## src/rtl/cmd_seq_pkg.sv

```systemverilog
// cmd_seq_pkg: FSM states, mode codes, FIFO entry layout and sizing
// constants shared by the command sequencer and its bench.
package cmd_seq_pkg;
  typedef enum logic [2:0] {IDLE, LAUNCH, WAIT_ACK, RUN, DRAIN, FINISH} state_t;
  localparam logic [1:0] MODE_OFF   = 2'd0;
  localparam logic [1:0] MODE_ENUM  = 2'd1;
  localparam logic [1:0] MODE_COUNT = 2'd2;
  localparam logic [1:0] MODE_UPD   = 2'd3;
  localparam int FIFO_DEPTH  = 4;
  localparam int TIMEOUT_CYC = 31;
  typedef struct packed {
    logic [1:0] mode;
    logic [3:0] len;
    logic [7:0] data;
  } cmd_t;
endpackage

```

## src/rtl/cmd_fifo.sv

```systemverilog
// cmd_fifo: synchronous FIFO with registered occupancy; pushes are dropped
// when full and pops are ignored when empty.
module cmd_fifo #(
  parameter int W     = 14,
  parameter int DEPTH = 4,
  parameter int AW    = $clog2(DEPTH)
) (
  input  logic          clk,
  input  logic          rst,
  input  logic          i_push,
  input  logic [W-1:0]  i_din,
  input  logic          i_pop,
  output logic [W-1:0]  o_dout,
  output logic [AW:0]   o_level
);
  localparam logic [AW:0]   L_FULL = (AW+1)'(DEPTH);
  localparam logic [AW:0]   L_ONE  = (AW+1)'(1);
  localparam logic [AW-1:0] P_ONE  = AW'(1);
  localparam logic [AW-1:0] P_LAST = AW'(DEPTH - 1);
  logic [W-1:0] r_mem [DEPTH];
  logic [AW-1:0] r_wp, r_rp;
  logic [AW:0] r_level;
  logic w_push, w_pop;
  assign w_push  = i_push && r_level != L_FULL;
  assign w_pop   = i_pop && r_level != '0;
  assign o_dout  = r_mem[r_rp];
  assign o_level = r_level;
  always_ff @(posedge clk)
    if (w_push) r_mem[r_wp] <= i_din;
  always_ff @(posedge clk or posedge rst)
    if (rst) begin
      r_wp    <= '0;
      r_rp    <= '0;
      r_level <= '0;
    end else begin
      r_wp    <= w_push ? (r_wp == P_LAST ? '0 : r_wp + P_ONE) : r_wp;
      r_rp    <= w_pop ? (r_rp == P_LAST ? '0 : r_rp + P_ONE) : r_rp;
      r_level <= (w_push && !w_pop) ? r_level + L_ONE :
                 (w_pop && !w_push) ? r_level - L_ONE : r_level;
    end
endmodule

```

## src/rtl/cmd_sequencer.sv

```systemverilog
// cmd_sequencer: queues {mode,len,data} commands and plays each one onto a
// downstream controller. Define CMD_SEQ_TIMEOUT_EN to add a WAIT_ACK/DRAIN watchdog.
module cmd_sequencer
  import cmd_seq_pkg::*;
(
  input  logic       clk,
  input  logic       rst,
  input  logic       cmd_valid,
  output logic       cmd_ready,
  input  logic [1:0] cmd_mode,
  input  logic [3:0] cmd_len,
  input  logic [7:0] cmd_data,
  output logic [7:0] x,
  output logic [1:0] on,
  output logic       start,
  input  logic [1:0] regime,
  output logic       busy,
  output logic       done,
  output logic       err,
  output logic [2:0] fifo_level
);
`ifdef CMD_SEQ_TIMEOUT_EN
  localparam bit TO_EN = 1'b1;
`else
  localparam bit TO_EN = 1'b0;
`endif
  state_t r_state;
  logic [1:0] r_mode;
  logic [3:0] r_cnt;
  logic [4:0] r_wd;
  cmd_t w_head;
  logic w_push, w_pop, w_to;
  assign cmd_ready = fifo_level != 3'(FIFO_DEPTH);
  assign w_push    = cmd_valid && cmd_ready;
  assign w_pop     = r_state == IDLE && fifo_level != 3'd0;
  assign w_to      = TO_EN && r_wd == 5'(TIMEOUT_CYC);
  cmd_fifo #(.W($bits(cmd_t)), .DEPTH(FIFO_DEPTH)) u_fifo (
    .clk     (clk),
    .rst     (rst),
    .i_push  (w_push),
    .i_din   ({cmd_mode, cmd_len, cmd_data}),
    .i_pop   (w_pop),
    .o_dout  (w_head),
    .o_level (fifo_level)
  );
  // r_wd is reloaded to 1 on entry to each waiting state, so it holds the cycle count in that state
  always_ff @(posedge clk or posedge rst)
    if (rst) begin
      r_state <= IDLE;
      r_mode  <= MODE_OFF;
      r_cnt   <= '0;
      r_wd    <= '0;
      x       <= '0;
      on      <= '0;
      start   <= 1'b0;
      busy    <= 1'b0;
      done    <= 1'b0;
      err     <= 1'b0;
    end else begin
      done <= 1'b0;
      err  <= 1'b0;
      r_wd <= r_wd + 5'd1;
      unique case (r_state)
        IDLE:
          if (w_pop) begin
            if (w_head.mode == MODE_OFF) err <= 1'b1;
            else begin
              r_mode  <= w_head.mode;
              r_cnt   <= w_head.len;
              x       <= w_head.data;
              on      <= w_head.mode;
              busy    <= 1'b1;
              r_state <= LAUNCH;
            end
          end
        LAUNCH: begin
          on      <= MODE_OFF;
          r_wd    <= 5'd1;
          r_state <= WAIT_ACK;
        end
        WAIT_ACK:
          if (regime == r_mode) begin
            r_wd    <= 5'd1;
            start   <= r_cnt != 4'd0;
            r_state <= r_cnt != 4'd0 ? RUN : DRAIN;
          end else if (w_to) begin
            err     <= 1'b1;
            busy    <= 1'b0;
            r_state <= IDLE;
          end
        RUN:
          if (regime == MODE_OFF) begin
            start   <= 1'b0;
            done    <= 1'b1;
            r_state <= FINISH;
          end else if (r_cnt == 4'd1) begin
            start   <= 1'b0;
            r_wd    <= 5'd1;
            r_state <= DRAIN;
          end else r_cnt <= r_cnt - 4'd1;
        DRAIN:
          if (regime == MODE_OFF) begin
            done    <= 1'b1;
            r_state <= FINISH;
          end else if (w_to) begin
            err     <= 1'b1;
            busy    <= 1'b0;
            r_state <= IDLE;
          end
        FINISH: begin
          busy    <= 1'b0;
          r_state <= IDLE;
        end
        default: r_state <= IDLE;
      endcase
    end
endmodule

```

## config.mk

```make
export PLATFORM = sky130hd
export DESIGN_NAME = cmd_sequencer
export DESIGN_NICKNAME = d
export VERILOG_FILES = /design/src/rtl/cmd_seq_pkg.sv /design/src/rtl/cmd_fifo.sv /design/src/rtl/cmd_sequencer.sv
export SDC_FILE = /design/constraint.sdc
export NUM_CORES = 1
export LEC_CHECK = 0
export CELL_PAD_IN_SITES_DETAIL_PLACEMENT = 0
export CELL_PAD_IN_SITES_GLOBAL_PLACEMENT = 1
export CORE_MARGIN = 2
export CORE_UTILIZATION = 51
export DETAILED_ROUTE_END_ITERATION = 10
export GPL_TIMING_DRIVEN = 0
export PLACE_DENSITY_LB_ADDON = 0.1
export SYNTH_ARGS = -nofsm -noshare
export SYNTH_HDL_FRONTEND = slang
export SYNTH_SLANG_ARGS = --single-unit
```

## constraint.sdc

```tcl
create_clock -name clk -period 7.1 [get_ports clk]
set_clock_uncertainty 0.05 [all_clocks]
set_input_delay 1.42 -clock clk [delete_from_list [all_inputs] [get_ports clk]]
set_output_delay 1.42 -clock clk [all_outputs]
set_load 0.02 [all_outputs]
```

==> results.json, run 1 <==
{
  "dr.pass1.iters": 4,
  "clk_latency_ns": 0.35,
  "core_area_mm2": 0.006794,
  "clock_sinks": 86,
  "grt_max_degree": 31,
  "grt.total_usage": 0.1808,
  "crit_path_cell_trace": "nor2_1 -> nand2_1 -> clkdlybuf4s50_1",
  "power.density_mw_per_mm2": 424.2,
  "total_power_mw": 1.805,
  "die_area_mm2": 0.007690,
  "clock-root-buffer": "clkbuf_8",
  "synth_flop_cell": "edfxtp_1",
  "drive_above_1_share": 0.1588,
  "globalplace.congestion": 0.7590,
  "finalHoldViolations": 0,
  "r2r_start": "r_state[1]$_DFFE_PP0P_",
  "post-dp-hpwl_um": 4002,
  "synthTopCellsByCount": "edfxtp_1, dfrtp_1, nor2_1, mux4_2, o21ai_0",
  "r2r_cells": 8,
  "cts_tree": "built",
  "finalNetCount": 300,
  "grt_pass1_vias": 1976,
  "start_util": 0.5258,
  "synth.most_common_cell": "edfxtp_1",
  "placed_area_mm2": 0.004053,
  "synth.ff_latch_count": 86,
  "crit_required_ns": 5.63,
  "avgSynthCellArea_um2": 15.95,
  "ant_nets": 0,
  "synth_area_mm2": 0.003572,
  "startpoint_type": "flip-flop",
  "drv_cap": 0,
  "vias": 1958,
  "routed_wl_um": 6136,
  "postCtsResizedCells": 0,
  "htreeDepth": 3,
  "crit_family": "buffers and inverters",
  "yosys.area.top_type_share": 0.4708,
  "ys_seq_area_frac": 0.6809,
  "postSynthCellCount": 224,
  "crit_start": "u_fifo.o_level[0]$_DFFE_PP0P_",
  "hold_buffers": 0,
  "clockBufferDepth": 2,
  "finalSetupTns_ns": 0,
  "tightest_slew_ns": 0.8172,
  "fmax_mhz": 320.2,
  "yosysUniqueCellTypes": 37,
  "r2r-end": "u_fifo.o_level[1]$_DFFE_PP0P_",
  "post-cts-setup-buffers": 0,
  "cp.depth": 3,
  "syn_nets": 252,
  "drc_errors": 0,
  "synth_async_sr_flop_share": 0.3488,
  "vias_per_cell": 5.249,
  "period_minus_slack_ns": 3.123,
  "setup_viol": 0,
  "antenna_found_initial": 0,
  "wl_per_cell_um": 16.45,
  "path_max_fanout": 6,
  "worstPathBufferInverterCount": 1,
  "drt_iter0_drc": 104,
  "slew_violations": 0,
  "finalCritPeriodShare": 0.4399,
  "pre_cts_slack_ns": 3.643,
  "rows": 30,
  "final_area_mm2": 0.004254,
  "holdWs_ns": 0.4563,
  "n_fill_cell": 548,
  "crit_slowest_cell": "clkdlybuf4s50_1",
  "die_x_um": 87.69,
  "cp-end-kind": "primary output",
  "cpPeakStageDelay_ns": 0.62,
  "clk_pin_slew_ns": 0.09,
  "overflow": 0,
  "diodes": 0,
  "cts_buffers": 9,
  "synth.area.top_cells": "edfxtp_1, dfrtp_1, mux4_2, mux2_2, ha_1",
  "crit_arrival_ns": 1.65,
  "synth_edf_count": 56,
  "die_h_um": 87.69,
  "finalWorstSetupSlack_ns": 3.977,
  "area_delta_synth_final_pct": 19.09,
  "port-buffer-count": 36,
  "outcome": "finished clean",
  "ios": 37,
  "r2r_slack_ns": 4.41,
  "critPathCapture": "cmd_ready",
  "ir_drop_uv": 185.4,
  "total_leakage_power_nw": 1.586,
  "slew_headroom": 0.4552,
  "synth_top_area_cell": "edfxtp_1",
  "hold_class": "reg -> reg",
  "ys_warn_count": 0,
  "critPathKind": "reg -> out",
  "rsz0062_at_grt": "false",
  "grt_pass1_wl_um": 10030
}
how the worst min path moves through the flow:
stage | from | end | cells after the start | slack [ns]
6_report | on[1]$_DFFE_PP0P_ | on[1]$_DFFE_PP0P_ | 1 | 0.46
2_1_floorplan | r_mode[0]$_DFFE_PP0P_ | r_mode[0]$_DFFE_PP0P_ | 1 | 0.42
5_1_grt | x[7]$_DFFE_PP0P_ | x[7]$_DFFE_PP0P_ | 1 | 0.47
3_3_place_gp | on[1]$_DFFE_PP0P_ | on[1]$_DFFE_PP0P_ | 1 | 0.44
4_1_cts | on[1]$_DFFE_PP0P_ | on[1]$_DFFE_PP0P_ | 1 | 0.46
3_5_place_dp | on[1]$_DFFE_PP0P_ | on[1]$_DFFE_PP0P_ | 1 | 0.44
placed cells by master (no fill, tap or decap), types with 2 or more instances in the layout:
master            n
dfrtp_1          30
edfxtp_1         56
mux2_2            9
clkinv_4          2
nand2b_1          2
clkbuf_1          7
o21a_1            2
clkdlybuf4s50_1  36
nor3_1            7
inv_1            11
o21ai_0          13
clkbuf_8          9
xor2_1            4
mux4_2           14
nor2_1           15
clkinvlp_4        2
nand2_1          10
and2_1            2
a21o_1            4
ha_1              8
and3_1            4
nor3b_1           4
a21oi_1           5
stage by stage:
step           std cells  utilization
6_report             373       0.6262
5_1_grt              373       0.6262
4_1_cts              372       0.6221
3_5_place_dp         356       0.5965
3_3_place_gp         356       0.5965
2_1_floorplan        224            -
cell families after synthesis:
| logic type | share of synthesized area |
|---|---|
| buffers and inverters | 0.02102 |
| multiplexers | 0.1166 |
| AND/OR/NAND/NOR | 0.07076 |
| XOR/XNOR | 0.01226 |
| adder cells (fa/ha/maj) | 0.03363 |
| AO/OA/AOI/OAI | 0.06480 |
| flip-flops | 0.6809 |
layer usage:
layer	vias up	wire length, µm	global-route usage
li1	938	-	-
met1	976	2865	0.2429
met2	37	2965	0.2886
met3	7	224	0.04807
met4	0	80	0.06294
met5	-	0	0
area by class of cell:
| cell class | instances | area (µm²) | area share |
|---|---|---|---|
| buffer | 7 | 33.78 | 0.007941 |
| clock buffer | 10 | 127.6 | 0.03000 |
| clock inverter | 6 | 46.29 | 0.01088 |
| inverter | 11 | 41.29 | 0.009706 |
| multi-input combinational | 120 | 1065 | 0.2503 |
| sequential | 86 | 2432 | 0.5718 |
| tap | 96 | 120.1 | 0.02824 |
| timing repair buffer | 37 | 387.9 | 0.09118 |
registers in the layout, summed over array words and instances (netlist names):
name	flops
r_mode	2
u_fifo.r_mem	56
u_fifo.r_wp	2
u_fifo.r_rp	2
on	2
r_cnt	4
r_state	3
x	8
start	1
err	1
u_fifo.o_level	3
busy	1
done	1
worst reg2reg max path, delay by kind of cell, from the launching register on:
family        cells  cell delay, ns
mux               1            0.27
flops             1            0.36
buf+inv           3            0.52
simple gates      2            0.73
fa+ha+maj         2            0.68
where the power goes:
part / total [mW] / switching [mW] / internal (mW)
sequential: 0.769 / 0.0798 / 0.690
clock: 0.303 / 0.174 / 0.129
combinational: 0.733 / 0.381 / 0.351
No activity file was read; power rests on OpenSTA's default activity.
==> inputs of run 2 (changes only) <==
- CORE_UTILIZATION: 51 -> 47
- clock period: 7.1 -> 3.2 ns (I/O delays scaled with it)
==> run 2 against run 1 <==
  * Cell count up 0.54%
  * Clock-buffer cell count unchanged
  * Sequential share of layout area up 0.32 points
  * Clock power up 120%
  * Cell area down 0.56%
  * Global-route usage down 1.8 points
  * Critical path depth up 5
  * Non-clock buffer count down 1
  * Combinational power up 120%
  * Via count down 0.46%
  * First-iteration DRC count up 1.9%
==> results.json, run 2 (same netlist as run 1, synthesis figures left out) <==
{
  "start_util": 0.4899,
  "wl_met3_um": 214,
  "p_comb_frac": 0.405,
  "crit_arrival_ns": 2.89,
  "setup_viol": 0,
  "dr.pass1.iters": 4,
  "finalNetCount": 299,
  "largest_reg_flops": 56,
  "die_x_um": 91.18,
  "antenna_found_initial": 0,
  "crit_start": "r_state[1]$_DFFE_PP0P_",
  "rsz0062_at_grt": "false",
  "post-cts-setup-buffers": 0,
  "hold_class": "reg -> reg",
  "grt_pass1_wl_um": 10190,
  "critPathKind": "reg -> reg",
  "final_area_mm2": 0.004230,
  "hold_buffers": 0,
  "outcome": "finished clean",
  "wl_per_cell_um": 16.42,
  "power.density_mw_per_mm2": 945.3,
  "drc_errors": 0,
  "post-dp-hpwl_um": 4104,
  "layout_common_cells": "edfxtp_1, clkdlybuf4s50_1, dfrtp_1, nor2_1, mux4_2",
  "vias": 1949,
  "total_leakage_power_nw": 1.573,
  "wl_met2_um": 2938,
  "worstHoldStart": "on[0]$_DFFE_PP0P_",
  "die_h_um": 91.18,
  "m1WireLength_um": 2909,
  "routed_wl_um": 6157,
  "clk_pin_slew_ns": 0.08,
  "core_area_mm2": 0.007292,
  "drt_iter0_drc": 106,
  "total_power_mw": 3.999,
  "tightest_slew_ns": 1.173,
  "slew_violations": 0,
  "grt_pass1_vias": 1995,
  "finalSetupTns_ns": 0,
  "top_layer_used": "met4",
  "placed_area_mm2": 0.004056,
  "cpPeakStageDelay_ns": 0.44,
  "r2r_start": "r_state[1]$_DFFE_PP0P_",
  "htreeDepth": 3,
  "clk_latency_ns": 0.35,
  "final_core_util": 0.5801,
  "grt_max_degree": 31,
  "slew_headroom": 0.2172,
  "p_clk_frac": 0.168,
  "ant_nets": 0,
  "vias_per_cell": 5.197,
  "cts_tree": "built",
  "dp_cells": 359,
  "seqPwrFrac": 0.427,
  "clock-root-buffer": "clkbuf_8",
  "cp-end-kind": "flip-flop",
  "worstPathBufferInverterCount": 3,
  "clockBufferDepth": 2,
  "power.internal_mw": 2.592,
  "p_sw_mw": 1.406,
  "grt.total_usage": 0.1632,
  "top_register": "u_fifo.r_mem",
  "ir_drop_uv": 405.5,
  "die_area_mm2": 0.008314,
  "drv_cap": 0,
  "globalplace.congestion": 0.7557,
  "clock_sinks": 86,
  "crit_slowest_cell": "nor2b_1",
  "fmax_mhz": 368.5,
  "n_fill_cell": 602,
  "ios": 37,
  "drive_above_1_share": 0.1558,
  "diodes": 0,
  "p_sw_frac": 0.3517,
  "cts_buffers": 9,
  "crit_required_ns": 3.38,
  "crit_family": "simple AND/OR/NAND/NOR gates",
  "period_minus_slack_ns": 2.714,
  "startpoint_type": "flip-flop",
  "port-buffer-count": 36,
  "overflow": 0,
  "finalHoldViolations": 0,
  "area_delta_synth_final_pct": 18.42,
  "path_max_fanout": 10,
  "finalCritPeriodShare": 0.8481,
  "postCtsResizedCells": 0,
  "post_layout_nonfiller_instances": 375,
  "layout_commonest_cell": "edfxtp_1",
  "crit_top_cell": "inv_1",
  "rows": 31,
  "crit_path_cell_trace": "clkbuf_1 -> nor3_1 -> nor2b_1 -> inv_1 -> ha_1 -> inv_1 -> fa_1 -> mux2_2",
  "reg.largest.list": "u_fifo.r_mem: 56 flops, x: 8 flops, r_cnt: 4 flops"
}
## run 2: cell types whose count changed in the layout (fill, tap and decap cells not counted), sizes merged
cell	delta
buf	-1
## run 2: per-stage QoR
step | hold slack [ns] | worst slack (ns)
finish | 0.4508 | 0.4862
global route | 0.4756 | 0.2297
floorplan | 0.4193 | 0.8214
detailed placement | 0.4404 | 0.5048
global placement | 0.4378 | 0.5216
CTS | 0.4598 | 0.4650
## run 2: layout make-up
type                       instances  area [µm²]  share of cell area
buffer                             7       33.78            0.007986
inverter                          11       41.29            0.009760
timing repair buffer              36       360.3             0.08518
multi-input combinational        120        1065              0.2517
clock inverter                     6       46.29             0.01094
sequential                        86        2432              0.5750
clock buffer                      10       127.6             0.03017
tap                               99       123.9             0.02928
## run 2: per-layer routing
metal / vias to the layer above / global-route usage
met5: - / 0
met4: 0 / 0.06566
met3: 8 / 0.04564
met2: 39 / 0.2531
met1: 969 / 0.2195
li1: 933 / -
## run 2: worst paths after layout
path | to | slack (ns) | depth (start not counted)
min reg2reg | on[0]$_DFFE_PP0P_ | 0.45 | 1
min in group asynchronous | u_fifo.o_level[2]$_DFFE_PP0P_ | 0.85 | 2
max | u_fifo.o_level[1]$_DFFE_PP0P_ | 0.49 | 8
max in group asynchronous | u_fifo.r_rp[1]$_DFFE_PP0P_ | 1.55 | 2
min | on[0]$_DFFE_PP0P_ | 0.45 | 1
max reg2reg | u_fifo.o_level[1]$_DFFE_PP0P_ | 0.49 | 8
## run 2: power groups by stage
stage	clock, mW	combinational, mW	sequential (mW)
final	0.670	1.62	1.71
after global routing	0.737	1.80	1.75
after CTS	0.693	1.65	1.71
after detailed placement	0	1.64	1.74
after global placement	0	1.63	1.73
after floorplan	0	1.04	1.81
==> inputs of run 3 (changes only) <==
- clock period: 3.2 -> 2.5 ns (I/O delays scaled with it)
==> run 3 against run 2 <==
  * Sequential power is 30% higher
  * Fmax is 18% higher
  * Via count is 1.0% lower
  * Combinational power is 27% higher
  * Cell area is 0.33% higher
  * Clock-buffer cell count stayed put
  * Cell count is 0.27% lower
  * Non-clock buffer count is 1 lower
  * Critical path type unchanged
  * Largest cell class unchanged
==> results.json, run 3 (same netlist as run 1, synthesis figures left out) <==
{
  "globalplace.congestion": 0.7557,
  "tightest_slew_ns": 1.168,
  "htreeDepth": 3,
  "clock_sinks": 86,
  "vias": 1929,
  "r2r_cells": 9,
  "ios": 37,
  "routed_wl_um": 6143,
  "top_register": "u_fifo.r_mem",
  "grt_pass1_vias": 1993,
  "cts_tree": "built",
  "finalSetupTns_ns": 0,
  "period_minus_slack_ns": 2.307,
  "p_comb_frac": 0.402,
  "overflow": 0,
  "whs_path_depth": 1,
  "area_delta_synth_final_pct": 18.81,
  "layout_common_cells": "edfxtp_1, clkdlybuf4s50_1, dfrtp_1, nor2_1, mux4_2",
  "die_x_um": 91.18,
  "antenna_found_initial": 0,
  "core_area_mm2": 0.007292,
  "grt_pass1_wl_um": 10160,
  "wl_per_cell_um": 16.43,
  "finalCritPeriodShare": 0.9229,
  "diodes": 0,
  "p_clk_frac": 0.167,
  "ant_nets": 0,
  "clk_latency_ns": 0.35,
  "power.internal_mw": 3.328,
  "finalHoldViolations": 0,
  "die_h_um": 91.18,
  "path_max_fanout": 6,
  "crit_required_ns": 2.73,
  "largest_reg_flops": 56,
  "hold_buffers": 0,
  "port-buffer-count": 36,
  "drv_cap": 0,
  "finalNetCount": 298,
  "start_util": 0.4899,
  "fmax_mhz": 433.4,
  "slew_violations": 0,
  "dr.pass1.iters": 4,
  "cts_buffers": 9,
  "p_sw_mw": 1.808,
  "die_area_mm2": 0.008314,
  "drc_errors": 0,
  "post-dp-hpwl_um": 4104,
  "rsz0062_at_grt": "false",
  "reg.largest.list": "u_fifo.r_mem: 56 flops, x: 8 flops, r_cnt: 4 flops",
  "rows": 31,
  "critPathKind": "reg -> reg",
  "setup_viol": 0,
  "drive_above_1_share": 0.1673,
  "vias_per_cell": 5.158,
  "clk_pin_slew_ns": 0.08,
  "seqPwrFrac": 0.431,
  "total_leakage_power_nw": 1.577,
  "drt_iter0_drc": 108,
  "cp-end-kind": "flip-flop",
  "layout_commonest_cell": "edfxtp_1",
  "crit_arrival_ns": 2.54,
  "post-cts-setup-buffers": 0,
  "grt_max_degree": 31,
  "p_sw_frac": 0.3520,
  "clockBufferDepth": 2,
  "n_fill_cell": 603,
  "outcome": "finished clean",
  "startpoint_type": "flip-flop",
  "grt.total_usage": 0.1628,
  "clock-root-buffer": "clkbuf_8",
  "hold_class": "reg -> reg",
  "final_core_util": 0.5820,
  "power.density_mw_per_mm2": 1210,
  "slew_headroom": 0.2202,
  "ir_drop_uv": 518.7
}
==> run 3: cell count changes in the layout (fill, tap and decap cells not counted) <==
cell,previous run,this run
nor3_1,7,5
clkbuf_1,7,6
nor3_2,0,2
nor2b_4,0,1
nor2b_1,1,0
==> run 3: power by group through the flow <==
stage	clock (mW)	combinational, mW	sequential, mW
floorplan	0	1.33	2.31
detailed placement	0	2.10	2.23
finish	0.858	2.06	2.22
global route	0.944	2.29	2.27
global placement	0	2.09	2.21
CTS	0.887	2.13	2.20
==> run 3: timing repair <==
action / 4_1_cts / 5_1_grt
endpoints found under the setup margin: 2 / 2
pin swaps: 0 / 0
hold endpoints to repair: 0 / 0
resized for setup: 3 / 1
==> run 3: critical path, cell delays in order, from the launching register on <==
cell and delay (ns):
dfrtp_1 0.46, nor3_2 0.38, nor2b_4 0.11, inv_1 0.17
ha_1 0.20, inv_1 0.06, fa_1 0.37, xor2_1 0.17
nor2_1 0.12, xor2_1 0.14
==> run 3: stage by stage <==
step | std cells | hold slack, ns | power [mW] | setup slack [ns] | instance area (µm²)
after floorplan | 224 | 0.4193 | 3.642 | 0.1214 | 3572
after global placement | 359 | 0.4378 | 4.303 | -0.1784 | 4056
after detailed placement | 359 | 0.4404 | 4.329 | -0.1952 | 4056
after CTS | 375 | 0.4598 | 5.215 | 0.04173 | 4243
after global routing | 374 | 0.4756 | 5.503 | 0.007386 | 4244
final | 374 | 0.4493 | 5.136 | 0.1928 | 4244
==> run 3: worst paths after layout <==
| check | end | start | slack (ns) |
|---|---|---|---|
| max | u_fifo.o_level[2]$_DFFE_PP0P_ | u_fifo.o_level[0]$_DFFE_PP0P_ | 0.19 |
| min | on[0]$_DFFE_PP0P_ | on[0]$_DFFE_PP0P_ | 0.45 |
| max reg2reg | u_fifo.o_level[2]$_DFFE_PP0P_ | u_fifo.o_level[0]$_DFFE_PP0P_ | 0.19 |
| min reg2reg | on[0]$_DFFE_PP0P_ | on[0]$_DFFE_PP0P_ | 0.45 |
| max in group asynchronous | u_fifo.r_rp[1]$_DFFE_PP0P_ | rst | 1.00 |
| min in group asynchronous | u_fifo.o_level[2]$_DFFE_PP0P_ | rst | 0.70 |
==> run 3: area by class of cell <==
| cell class | instances | area [µm²] | share of cell area |
|---|---|---|---|
| clock inverters | 6 | 46.29 | 0.01091 |
| well taps | 99 | 123.9 | 0.02919 |
| flip-flops and latches | 86 | 2432 | 0.5731 |
| plain buffers | 6 | 30.03 | 0.007075 |
| clock buffers | 10 | 127.6 | 0.03007 |
| repair buffers | 36 | 360.3 | 0.08491 |
| inverters | 11 | 41.29 | 0.009729 |
| multi-input cells | 120 | 1082 | 0.2550 |
==> run 3: routing by layer <==
metal | part of all wire | vias up | GRT usage
li1 | - | 932 | -
met1 | 0.46 | 953 | 0.2178
met2 | 0.49 | 36 | 0.2537
met3 | 0.035 | 8 | 0.04564
met4 | 0.015 | 0 | 0.06566
met5 | 0 | - | 0
